$ cat src/rtl/note_detect.sv
// Tone receiver: measures the half-period of a square wave and decodes it to a 4-bit note code.
// Locks after MATCH_CNT consistent half-periods and reports rest (15) after TIMEOUT silent cycles.
module note_detect #(
  parameter int unsigned TOL       = 4,
  parameter int unsigned MATCH_CNT = 4,
  parameter int unsigned TIMEOUT   = 4000,
  parameter int unsigned CNT_W     = 12
) (
  input  logic       CLK_1M,
  input  logic       RESET,
  input  logic       TONE_IN,
  output logic [3:0] NOTE_OUT,
  output logic       NOTE_VALID,
  output logic       NOTE_STROBE
);

  localparam int unsigned      MC_W  = $clog2(MATCH_CNT + 1);
  localparam logic [CNT_W-1:0] P_MAX = CNT_W'(TIMEOUT);
  localparam logic [3:0]       REST  = 4'hF;
  localparam int unsigned T_HALF [15] = '{1912, 1704, 1518, 1277, 1137, 957, 852, 759,
                                          717, 639, 569, 507, 479, 452, 427};

  typedef enum logic [1:0] {SILENT, ACQUIRE, LOCKED} state_t;

  logic             r_s1, r_s2, r_s3;
  logic [CNT_W-1:0] r_p, r_h;
  logic             r_ev;
  state_t           r_state, w_state_nx;
  logic [3:0]       r_cand, w_cand_nx;
  logic [MC_W-1:0]  r_cnt, w_cnt_nx;
  logic [3:0]       r_note, w_note_nx;
  logic             r_valid, w_valid_nx;
  logic             r_strobe, w_strobe_nx;
  logic             w_edge, w_timeout, w_match;
  logic [3:0]       w_code;
  logic [31:0]      w_h;

  assign w_edge    = r_s2 ^ r_s3;
  assign w_timeout = (r_p == P_MAX) && !w_edge;
  assign w_h       = 32'(r_h);

  // NOTE: all sequential state is updated with non-blocking assignments so every
  // flop samples the values from before the clock edge, independent of statement order.
  always_ff @(posedge CLK_1M) begin
    if (RESET) begin
      r_s1 <= 1'b0;
      r_s2 <= 1'b0;
      r_s3 <= 1'b0;
      r_p  <= '0;
      r_h  <= '0;
      r_ev <= 1'b0;
    end else begin
      r_s1 <= TONE_IN;
      r_s2 <= r_s1;
      r_s3 <= r_s2;
      r_ev <= w_edge;
      if (w_edge) begin
        r_h <= r_p;
        r_p <= CNT_W'(1);
      end else if (r_p != P_MAX) begin
        r_p <= r_p + CNT_W'(1);
      end
    end
  end

  // The latched half-period is classified one cycle after its edge; lowest code wins.
  always_comb begin
    w_match = 1'b0;
    w_code  = 4'd0;
    for (int k = 14; k >= 0; k--) begin
      if ((w_h + TOL >= T_HALF[k]) && (w_h <= T_HALF[k] + TOL)) begin
        w_match = 1'b1;
        w_code  = 4'(k);
      end
    end
  end

  always_ff @(posedge CLK_1M) begin
    if (RESET) begin
      r_state  <= SILENT;
      r_cand   <= 4'd0;
      r_cnt    <= '0;
      r_note   <= REST;
      r_valid  <= 1'b0;
      r_strobe <= 1'b0;
    end else begin
      r_state  <= w_state_nx;
      r_cand   <= w_cand_nx;
      r_cnt    <= w_cnt_nx;
      r_note   <= w_note_nx;
      r_valid  <= w_valid_nx;
      r_strobe <= w_strobe_nx;
    end
  end

  // NOTE: every signal written here gets a default first, so no path can infer a latch.
  always_comb begin
    w_state_nx  = r_state;
    w_cand_nx   = r_cand;
    w_cnt_nx    = r_cnt;
    w_note_nx   = r_note;
    w_valid_nx  = r_valid;
    w_strobe_nx = 1'b0;
    if (w_timeout) begin
      w_state_nx  = SILENT;
      w_note_nx   = REST;
      w_valid_nx  = 1'b1;
      w_strobe_nx = (r_note != REST) || !r_valid;
    end else if (r_ev) begin
      unique case (r_state)
        SILENT: begin
          w_state_nx = ACQUIRE;
          w_cnt_nx   = '0;
        end
        ACQUIRE: begin
          if (!w_match) begin
            w_cnt_nx = '0;
          end else if (w_code == r_cand) begin
            w_cnt_nx = r_cnt + MC_W'(1);
          end else begin
            w_cand_nx = w_code;
            w_cnt_nx  = MC_W'(1);
          end
          if (w_cnt_nx == MC_W'(MATCH_CNT)) begin
            w_state_nx  = LOCKED;
            w_note_nx   = w_cand_nx;
            w_valid_nx  = 1'b1;
            w_strobe_nx = 1'b1;
          end
        end
        LOCKED: begin
          if (!(w_match && (w_code == r_note))) begin
            w_state_nx = ACQUIRE;
            w_valid_nx = 1'b0;
            w_cand_nx  = w_match ? w_code : r_cand;
            w_cnt_nx   = w_match ? MC_W'(1) : '0;
          end
        end
        default: w_state_nx = SILENT;
      endcase
    end
  end

  assign NOTE_OUT    = r_note;
  assign NOTE_VALID  = r_valid;
  assign NOTE_STROBE = r_strobe;

endmodule

$ cat config.mk
export PLATFORM = sky130hd
export DESIGN_NAME = note_detect
export DESIGN_NICKNAME = d
export VERILOG_FILES = /design/src/rtl/note_detect.sv
export SDC_FILE = /design/constraint.sdc
export NUM_CORES = 1
export LEC_CHECK = 0
export CAP_MARGIN = 5
export CORE_MARGIN = 1
export CORE_UTILIZATION = 64
export CTS_BUF_LIST = sky130_fd_sc_hd__clkbuf_4 sky130_fd_sc_hd__clkbuf_8
export DETAILED_ROUTE_END_ITERATION = 16
export PLACE_DENSITY = 0.93
export SLEW_MARGIN = 20
export SYNTH_ARGS = -nofsm -noshare
export SYNTH_HDL_FRONTEND = slang
export SYNTH_SLANG_ARGS = --single-unit
export TNS_END_PERCENT = 100
$ cat constraint.sdc
create_clock -name CLK_1M -period 4.53 [get_ports CLK_1M]
set_input_delay 0.906 -clock CLK_1M [delete_from_list [all_inputs] [get_ports CLK_1M]]
set_output_delay 0.906 -clock CLK_1M [all_outputs]
set_load 0.05 [all_outputs]
==> results by group, run 1 <==
Status
  • Outcome: complete, no violations

Critical path
  • Highest-delay cell along the critical path: sky130_fd_sc_hd__dfxtp_1
  • Data required time of the critical path: 4.68 ns
  • Critical-path cell list: nand2_1 -> or3_1 -> a221oi_1 -> nand4bb_1 -> a31oi_1 -> a21oi_1 -> o311a_1 -> a211o_4 -> nor4_4 -> mux2i_1 -> nand2_1
  • Sort of element at the start of the critical path: register
  • Peak per-stage delay on the critical path: 0.68 ns
  • Crit-path max FO: 15
  • CP Data Arrival Time: 4.44 ns
  • Endpoint kind of the worst setup timing path: register
  • Worst path top cell family by delay: compound AO/OA/AOI/OAI gates
  • Number of buffer and inverter stages on the critical path: 0
  • Most used cell along the critical path: sky130_fd_sc_hd__nand2_1
  • WS Path Type: register to register

STA
  • Final setup viols: 0
  • Skew final: 0.00691 ns
  • Final period util: 94.6%
  • Max_slew headroom: 44.6%
  • Total count of max-transition violations in the final report: 0
  • Fin crit period: 4.29 ns
  • Transition time of the tightest slew-check pin: 0.823 ns
  • Count of endpoints failing hold in the final timing report: 0
  • Achievable clock frequency: 233 MHz
  • Final WS setup: 0.242 ns
  • Setup Total Neg Slack: 0 ns
  • RSZ-0062 raised after global routing: no

Placement
  • Instance area at placement: 4020 µm²
  • Worst Setup Slack post-DPL: 0.488 ns
  • Post-placement cell count: 569
  • Total half-perimeter wirelength after legalization and detailed placement: 8810 µm
  • Final weighted congestion in routability-driven placement: 1.07
  • Port Buffer Count: 8

Finish
  • Filler cell count in the final layout: 462
  • Syn-to-layout area delta: 5.98%
  • Final instance count without filler cells: 577
  • Antenna diodes: 0
  • Post-layout instance area: 4120 µm²
  • Fraction of final layout cells with drive strength greater than 1: 10.6%
  • Sequential cell area in the final layout: 861 µm²
  • NumNets Final: 519
  • Leading cell types in the layout, fill and taps excluded: sky130_fd_sc_hd__dfxtp_1 (43), sky130_fd_sc_hd__nand2_1 (43), sky130_fd_sc_hd__nor2_1 (35)
  • Multi-input combinational cell area: 2770 µm²

Drt
  • DRC violation count after routing: 0
  • Number of detailed-route iterations in the first pass: 5
  • Drt first-iter violations: 475
  • Total wire length: 11900 µm
  • Number of nets with antenna violations after routing: 0
  • Vias per cell: 7.24
  • Average wire length per cell after detail routing: 20.6 µm
  • Vias after detailed routing: 4177

Global route
  • Largest net degree at the start of global routing: 21
  • Vias in the first global route: 3801
  • First-pass GRT wire length: 19100 µm
  • Total Routing Usage GR: 38.3%
  • Initial antenna violation count: 0
  • Remaining global-route overflow: 0

Yosys
  • Number of different library cells in the post-synthesis netlist: 89
  • Dominant register cell in the synthesized netlist: sky130_fd_sc_hd__dfxtp_1
  • Syn_nets: 519
  • Share of synthesized area occupied by flip-flops and latches: 22.1%
  • Synth Area per Inst: 7.76 µm²
  • Yosys Warn Count: 0
  • Synthesized instance count: 501
  • Number of enable flip-flop cells after synthesis: 0
  • Fraction of synthesis flops using an asynchronous set or reset pin: 0%
  • Netlist Area Pre-Place: 3890 µm²
  • Seq cells post-synth: 43

Floorplan
  • Ports: 9
  • Die Ht: 80.0 µm
  • Cell Rows: 28
  • Placeable core area: 5890 µm²
  • Initial standard-cell utilization of the core: 66.1%
  • Chip Width: 80.0 µm
  • Die area: 6390 µm²

Clocking
  • Number of CTS-inserted buffers: 5
  • Clk root buf: sky130_fd_sc_hd__clkbuf_8
  • CTS tree: built
  • Max Root-Sink Buffers: 2
  • Clock network latency to the later pin of the worst-skew pair: 0.29 ns
  • Post-cts repair resize count: 0
  • CTS HTree Levels: 2
  • Post CTS Setup Buffer Count: 0
  • Sink Count: 43
  • Clock-pin slew reported for the worst setup and hold paths after clock tree synthesis: 0.08 ns
  • # hold bufs at CTS: 0

Worst hold path
  • Tightest Hold Check Type: register to register

Power
  • Lkg Pwr: 0.00153 µW
  • Power density relative to cell area: 169 nW/µm²
  • Worst IR drop on VDD: 245 µV

Flow run
  • Number of violations of the max-capacitance limit: 0
metal layers:
layer	up-vias	global-route usage, %	wire length (µm)
li1	1900	-	-
met3	73	6.17	983
met1	1926	48.4	4820
met5	-	0	0
met2	278	61.5	5370
met4	0	21.6	686
kinds of logic after synthesis:
kind of cell	Yosys count	synth area share [%]
XOR/XNOR	15	3.38
AND/OR/NAND/NOR	197	28.9
multiplexers	11	2.99
buffers and inverters	56	6.56
flip-flops	43	22.1
adder cells (fa/ha/maj)	15	4.82
AO/OA/AOI/OAI	164	31.2
worst reg2reg max path, stage by stage (launching register included):
cell and delay, ns:
sky130_fd_sc_hd__dfxtp_1 0.68, sky130_fd_sc_hd__nand2_1 0.32, sky130_fd_sc_hd__or3_1 0.42, sky130_fd_sc_hd__a221oi_1 0.58, sky130_fd_sc_hd__nand4bb_1 0.22, sky130_fd_sc_hd__a31oi_1 0.31
sky130_fd_sc_hd__a21oi_1 0.12, sky130_fd_sc_hd__o311a_1 0.31, sky130_fd_sc_hd__a211o_4 0.36, sky130_fd_sc_hd__nor4_4 0.45, sky130_fd_sc_hd__mux2i_1 0.27, sky130_fd_sc_hd__nand2_1 0.10
synthesized netlist by cell type, types with 7 or more instances:
cell	n	share of area [%]
sky130_fd_sc_hd__a21oi_1	24	3.1
sky130_fd_sc_hd__nand2_1	43	4.1
sky130_fd_sc_hd__dfxtp_1	43	22
sky130_fd_sc_hd__and2_1	8	1.3
sky130_fd_sc_hd__o211ai_1	7	1.4
sky130_fd_sc_hd__mux2i_1	9	2.3
sky130_fd_sc_hd__buf_2	9	1.2
sky130_fd_sc_hd__nor2b_1	9	1.4
sky130_fd_sc_hd__ha_1	15	4.8
sky130_fd_sc_hd__or3_1	9	1.4
sky130_fd_sc_hd__nor2_1	35	3.4
sky130_fd_sc_hd__clkbuf_1	14	1.4
sky130_fd_sc_hd__xor2_1	9	2.0
sky130_fd_sc_hd__o21ai_0	33	4.2
sky130_fd_sc_hd__nand4_1	13	2.1
sky130_fd_sc_hd__nor3_1	12	1.5
sky130_fd_sc_hd__nand3_1	21	2.7
sky130_fd_sc_hd__inv_1	25	2.4
cell type report:
type / instances / share of cell area [%]
Tap cell: 75 / 2.28
Multi-Input combinational cell: 402 / 67.3
Timing Repair Buffer: 23 / 4.67
Sequential cell: 43 / 20.9
Clock buffer: 8 / 2.52
Inverter: 26 / 2.37
registers in the layout, summed over array words and instances, names as in the netlist:
register / count
NOTE_STROBE: 1
r_s2: 1
r_s1: 1
r_cnt: 3
r_cand: 4
r_ev: 1
r_h: 12
r_s3: 1
r_state: 2
NOTE_VALID: 1
NOTE_OUT: 4
r_p: 12
path summary, 6_finish.rpt:
| path | slack [ns] | from | endpoint | depth (start not counted) |
|---|---|---|---|---|
| setup reg to reg | 0.24 | r_h[5] | NOTE_OUT[0] | 11 |
| hold reg to reg | 0.46 | r_s1 | r_s2 | 1 |
| hold / removal | 0.46 | r_s1 | r_s2 | 1 |
| setup / recovery | 0.24 | r_h[5] | NOTE_OUT[0] | 11 |
metrics by stage:
stage / util (%) / hold WS (ns) / power (µW)
after detailed placement: 68.3 / 0.443 / 433
after CTS: 70.0 / 0.462 / 697
after global placement: 68.3 / 0.436 / 431
after floorplan: - / 0.414 / 421
final: 70.0 / 0.459 / 696
after global routing: 70.0 / 0.477 / 717
power breakdown:
group | internal (µW) | switching, µW
registers | 383 | 7.67
logic | 12.3 | 23.2
clock network | 145 | 125
Power figures use the tool's default switching activity.
==> run 2, diff against run 1 <==
Settings changed: MAX_ROUTING_LAYER set to met4.
==> run 2 against run 1 <==
Design area up 0.18%. Sequential cell count unchanged. Global-route usage is 3.6 points higher. Sequential power is essentially flat. Register-to-register slack improved by 0.11 ns. Non-clock buffer count decreased by 1. Via count is 1.3% higher. Utilization increased by 0.13 points. Count of clock-buffer cells in the layout is 2 lower. Worst setup slack improved by 0.11 ns. Largest cell class unchanged.
==> results by group, run 2 (same netlist as run 1, synthesis figures left out) <==
Status
  • Outcome: complete, no violations

Clocking
  • Clock network latency to the later pin of the worst-skew pair: 0.30 ns
  • CTS tree: built
  • Post CTS Setup Buffer Count: 0
  • Clock-pin slew reported for the worst setup and hold paths after clock tree synthesis: 0.08 ns
  • CTS HTree Levels: 2
  • Sink Count: 43
  • Max Root-Sink Buffers: 2
  • Clk root buf: sky130_fd_sc_hd__clkbuf_8
  • Number of CTS-inserted buffers: 5

Drt
  • Total wire length: 12600 µm
  • Vias per cell: 7.35
  • Number of detailed-route iterations in the first pass: 5
  • Number of nets with antenna violations after routing: 0
  • Average wire length per cell after detail routing: 21.8 µm
  • Vias after detailed routing: 4233
  • DRC violation count after routing: 0
  • Drt first-iter violations: 575

Power
  • Comb power frac: 5.0%
  • Switching portion of total power: 22.4%
  • Net load switching power: 165 µW
  • Sequential fraction of design power: 52.8%
  • Fraction of power consumed by the clock network: 42.2%
  • Lkg Pwr: 0.00153 µW
  • Power density relative to cell area: 179 nW/µm²
  • Worst IR drop on VDD: 293 µV
  • Int Power: 573 µW
  • Total chip power: 739 µW

Global route
  • Vias in the first global route: 3909
  • Initial antenna violation count: 0
  • Total Routing Usage GR: 41.9%
  • Remaining global-route overflow: 0
  • Largest net degree at the start of global routing: 22
  • First-pass GRT wire length: 20000 µm

Critical path
  • Length in cells of the worst reg-to-reg path: 11
  • Crit path to: NOTE_OUT[0]
  • FF-to-FF Start: r_h[6]
  • Data required time of the critical path: 4.69 ns
  • Endpoint kind of the worst setup timing path: register
  • Highest-delay cell along the critical path: sky130_fd_sc_hd__dfxtp_1
  • Reg2reg end: NOTE_OUT[0]
  • Most used cell along the critical path: sky130_fd_sc_hd__nand2_1
  • Number of buffer and inverter stages on the critical path: 0
  • Crit-path max FO: 18
  • Reg-to-reg slack, setup: 0.35 ns
  • Worst path top cell family by delay: compound AO/OA/AOI/OAI gates
  • Sort of element at the start of the critical path: register
  • Logic depth of the worst setup path including buffers: 11
  • Critical-path cell list: nand2_1 -> or3_1 -> a221oi_1 -> nand4bb_1 -> a31oi_1 -> a21oi_1 -> o311a_1 -> a211o_4 -> nor4_4 -> mux2i_1 -> nand2_1
  • Beginning of the critical path: r_h[6]
  • CP Data Arrival Time: 4.34 ns
  • Peak per-stage delay on the critical path: 0.70 ns
  • WS Path Type: register to register

Finish
  • Syn-to-layout area delta: 6.18%
  • Leading cell types in the layout, fill and taps excluded: sky130_fd_sc_hd__nand2_1 (43), sky130_fd_sc_hd__dfxtp_1 (42), sky130_fd_sc_hd__nor2_1 (35)
  • Filler cell count in the final layout: 461
  • Antenna diodes: 0
  • Multi-input combinational cell area: 2770 µm²
  • NumNets Final: 518
  • Final instance count without filler cells: 576
  • Most common library cell in the layout ignoring fill and taps: sky130_fd_sc_hd__nand2_1
  • Fraction of final layout cells with drive strength greater than 1: 10.6%
  • Sequential cell area in the final layout: 862 µm²
  • Leading registers by flop count: r_h (12), r_p (12)

STA
  • Fin crit period: 4.18 ns
  • Final setup viols: 0
  • Total count of max-transition violations in the final report: 0
  • Skew final: 0.00431 ns
  • RSZ-0062 raised after global routing: no
  • Count of endpoints failing hold in the final timing report: 0
  • Achievable clock frequency: 239 MHz
  • Setup Total Neg Slack: 0 ns
  • Max_slew headroom: 42.4%
  • Final period util: 92.2%
  • Transition time of the tightest slew-check pin: 0.861 ns

Placement
  • Total half-perimeter wirelength after legalization and detailed placement: 9190 µm
  • Post-placement cell count: 568
  • Port Buffer Count: 8
  • Final weighted congestion in routability-driven placement: 1.05

Floorplan
  • Ports: 9
  • Die area: 6390 µm²
  • Die Ht: 80.0 µm
  • Chip Width: 80.0 µm
  • Cell Rows: 28
  • Initial standard-cell utilization of the core: 66.1%
  • Placeable core area: 5890 µm²

Worst hold path
  • Tightest Hold Check Type: register to register

Flow run
  • Number of violations of the max-capacitance limit: 0
==> run 2: cell count changes in the layout (fill, tap and decap cells not counted) <==
cell | previous run | this run
sky130_fd_sc_hd__buf_4 | 15 | 14
sky130_fd_sc_hd__bufinv_16 | 0 | 1
sky130_fd_sc_hd__clkbuf_4 | 1 | 0
sky130_fd_sc_hd__clkbuf_8 | 7 | 6
sky130_fd_sc_hd__clkinv_2 | 0 | 1
sky130_fd_sc_hd__dfxtp_1 | 43 | 42
sky130_fd_sc_hd__dfxtp_2 | 0 | 1
==> run 2: power by group through the flow <==
stage	clock network (µW)	logic, µW	registers [µW]
after floorplan	0	26.1	395
after global placement	0	33.3	398
after detailed placement	0	34.5	399
after CTS	310	35.7	390
after global routing	323	39.7	391
final	311	36.9	390
==> run 2: per-stage QoR <==
stage	hold WS (ns)	instance area [µm²]	setup WS (ns)	util (%)
detailed placement	0.427	4010	0.459	68.2
finish	0.457	4130	0.352	70.2
CTS	0.456	4130	0.376	70.2
global placement	0.437	4010	0.519	68.2
global route	0.461	4130	0.104	70.2
floorplan	0.414	3890	0.791	-
==> run 2: worst min-delay path by stage <==
stage / end / depth (start not counted) / from / slack (ns)
2_1_floorplan: r_s2 / 1 / r_s1 / 0.41
3_3_place_gp: r_s2 / 1 / r_s1 / 0.44
3_5_place_dp: r_s2 / 1 / r_s1 / 0.43
4_1_cts: r_s2 / 1 / r_s1 / 0.46
5_1_grt: r_s2 / 1 / r_s1 / 0.46
6_report: r_s2 / 1 / r_s1 / 0.46
==> run 2: cell type report <==
cell class	count	area share, %
tap	75	2.27
multi-input combinational	402	67.2
timing repair buffer	22	4.48
clock buffer	6	2.00
sequential	43	20.9
inverter	26	2.36
clock inverter	2	0.848
==> run 2: worst register-to-register path, stage by stage, from the launching register on <==
cell and delay (ns):
sky130_fd_sc_hd__dfxtp_1 0.70, sky130_fd_sc_hd__nand2_1 0.32, sky130_fd_sc_hd__or3_1 0.40, sky130_fd_sc_hd__a221oi_1 0.56, sky130_fd_sc_hd__nand4bb_1 0.16, sky130_fd_sc_hd__a31oi_1 0.35
sky130_fd_sc_hd__a21oi_1 0.13, sky130_fd_sc_hd__o311a_1 0.31, sky130_fd_sc_hd__a211o_4 0.36, sky130_fd_sc_hd__nor4_4 0.44, sky130_fd_sc_hd__mux2i_1 0.23, sky130_fd_sc_hd__nand2_1 0.09
==> run 2: timing repair <==
action | 4_1_cts | 5_1_grt
resized for setup | 0 | 1
endpoints found under the setup margin | 0 | 3
hold buffers | 0 | 0
==> run 2: per-layer routing <==
metal | track usage [%] | part of all wire (%)
met5 | - | 0
met4 | 19.6 | 5.2
met3 | 7.66 | 8.5
met2 | 69.9 | 47
met1 | 48.7 | 39
==> run 3, diff against run 2 <==
Settings changed: PLACE_DENSITY 0.93 to 0.9.
==> run 3 against run 2 <==
Clock power about the same. Die area unchanged. Power increased by 0.28%. Critical path depth increased by 2.
==> results by group, run 3 (same netlist as run 1, synthesis figures left out) <==
Global route
  • First-pass GRT wire length: 20300 µm
  • Initial antenna violation count: 0
  • Vias in the first global route: 3935
  • Remaining global-route overflow: 0
  • Total Routing Usage GR: 42.4%
  • Largest net degree at the start of global routing: 19

Worst hold path
  • Depth of the worst hold-timing path: 1
  • Tightest Hold Check Type: register to register

Clocking
  • Sink Count: 43
  • Clock-pin slew reported for the worst setup and hold paths after clock tree synthesis: 0.08 ns
  • CTS HTree Levels: 2
  • CTS tree: built
  • Clk root buf: sky130_fd_sc_hd__clkbuf_8
  • Max Root-Sink Buffers: 2
  • Post CTS Setup Buffer Count: 0
  • Clock network latency to the later pin of the worst-skew pair: 0.30 ns
  • Number of CTS-inserted buffers: 5

Placement
  • Post-placement cell count: 566
  • Instance area at placement: 4000 µm²
  • Port Buffer Count: 8
  • Final weighted congestion in routability-driven placement: 1.02
  • Total half-perimeter wirelength after legalization and detailed placement: 9060 µm

Status
  • Outcome: complete, no violations

Power
  • Worst IR drop on VDD: 310 µV
  • Sequential fraction of design power: 52.7%
  • Lkg Pwr: 0.00152 µW
  • Comb power frac: 5.2%
  • Power density relative to cell area: 180 nW/µm²
  • Net load switching power: 167 µW
  • Int Power: 574 µW
  • Switching portion of total power: 22.6%
  • Fraction of power consumed by the clock network: 42.2%

Critical path
  • Reg-to-reg slack, setup: 0.26 ns
  • CP Data Arrival Time: 4.51 ns
  • Endpoint kind of the worst setup timing path: register
  • Peak per-stage delay on the critical path: 0.47 ns
  • Sort of element at the start of the critical path: register
  • Data required time of the critical path: 4.77 ns
  • WS Path Type: register to register
  • Worst path top cell family by delay: compound AO/OA/AOI/OAI gates
  • Highest-delay cell along the critical path: sky130_fd_sc_hd__dfxtp_1
  • Critical-path cell list: buf_4 -> and3_1 -> mux2i_1 -> a211oi_2 -> a311oi_2 -> o221ai_1 -> a211oi_1 -> mux2i_1 -> o21ai_1 -> o311ai_1 -> buf_4 -> a2111oi_0 -> o21a_1
  • Length in cells of the worst reg-to-reg path: 13
  • Crit-path max FO: 11
  • Logic depth of the worst setup path including buffers: 13
  • Number of buffer and inverter stages on the critical path: 2

Floorplan
  • Initial standard-cell utilization of the core: 66.1%
  • Placeable core area: 5890 µm²
  • Cell Rows: 28
  • Ports: 9
  • Die area: 6390 µm²
  • Chip Width: 80.0 µm
  • Die Ht: 80.0 µm

Finish
  • Utilization after layout: 70.1%
  • Leading registers by flop count: r_h (12), r_p (12)
  • Fraction of final layout cells with drive strength greater than 1: 10.8%
  • Post-layout instance area: 4130 µm²
  • Antenna diodes: 0
  • Leading cell types in the layout, fill and taps excluded: sky130_fd_sc_hd__nand2_1 (43), sky130_fd_sc_hd__dfxtp_1 (41), sky130_fd_sc_hd__nor2_1 (35)
  • Final instance count without filler cells: 574
  • Syn-to-layout area delta: 6.05%
  • Most common library cell in the layout ignoring fill and taps: sky130_fd_sc_hd__nand2_1
  • NumNets Final: 516

Drt
  • DRC violation count after routing: 0
  • Average wire length per cell after detail routing: 22.1 µm
  • Vias after detailed routing: 4181
  • Drt first-iter violations: 463
  • Total wire length: 12700 µm
  • Number of detailed-route iterations in the first pass: 8
  • Number of nets with antenna violations after routing: 0
  • Vias per cell: 7.28

STA
  • Achievable clock frequency: 234 MHz
  • Final period util: 94.4%
  • Transition time of the tightest slew-check pin: 0.800 ns
  • Skew final: 0.00946 ns
  • Fin crit period: 4.27 ns
  • Count of endpoints failing hold in the final timing report: 0
  • Total count of max-transition violations in the final report: 0
  • Final setup viols: 0
  • Setup Total Neg Slack: 0 ns
  • Max_slew headroom: 46.5%

Flow run
  • Number of violations of the max-capacitance limit: 0
==> run 3: changes by cell type in the layout (fill, tap and decap cells not counted), sizes merged <==
cell	previous run	this run
buf	14	12
==> run 3: through the flow <==
step | total power [µW] | setup slack (ns) | hold WS [ns]
floorplan | 421 | 0.791 | 0.414
global placement | 431 | 0.456 | 0.433
detailed placement | 433 | 0.408 | 0.455
CTS | 735 | 0.235 | 0.471
global route | 757 | -0.00599 | 0.491
finish | 741 | 0.256 | 0.473
==> run 3: path summary, 6_finish.rpt <==
path         startpoint       end
min reg2reg        r_s1      r_s2
min                r_s1      r_s2
max              r_h[2]  r_cnt[0]
max reg2reg      r_h[2]  r_cnt[0]
==> run 3: layout make-up <==
type	count	area, µm²
multi-input combinational	402	2780
fill	455	1760
sequential	43	863
timing repair buffer	20	170
inverter	26	97.6
tap	75	93.8
clock buffer	6	82.6
clock inverter	2	35.0
==> run 3: worst register-to-register path, stage by stage, from the launching register on <==
cell,delay [ns]
sky130_fd_sc_hd__dfxtp_1,0.47
sky130_fd_sc_hd__buf_4,0.23
sky130_fd_sc_hd__and3_1,0.41
sky130_fd_sc_hd__mux2i_1,0.37
sky130_fd_sc_hd__a211oi_2,0.14
sky130_fd_sc_hd__a311oi_2,0.46
sky130_fd_sc_hd__o221ai_1,0.24
sky130_fd_sc_hd__a211oi_1,0.41
sky130_fd_sc_hd__mux2i_1,0.13
sky130_fd_sc_hd__o21ai_1,0.35
sky130_fd_sc_hd__o311ai_1,0.17
sky130_fd_sc_hd__buf_4,0.20
sky130_fd_sc_hd__a2111oi_0,0.45
sky130_fd_sc_hd__o21a_1,0.20
==> run 3: power by group through the flow <==
stage	registers (µW)	clock network, µW	logic, µW
floorplan	395	0	26.1
global placement	398	0	33.0
detailed placement	398	0	34.1
CTS	390	308	36.5
global route	391	325	41.0
finish	390	312	38.2
==> run 3: what timing repair did <==
item                                    in CTS  in global routing
endpoints found under the setup margin       0                  5
endpoints found under the hold margin        0                  0
gates resized for setup                      0                  5
hold buffers                                 0                  0
==> run 3: metal layers <==
metal	track usage [%]	vias to the layer above	wire (µm)
met4	22.7	0	733
met2	67.3	278	5850
met3	7.66	75	1180
met1	51.0	1932	4920
li1	-	1896	-
met5	-	-	0
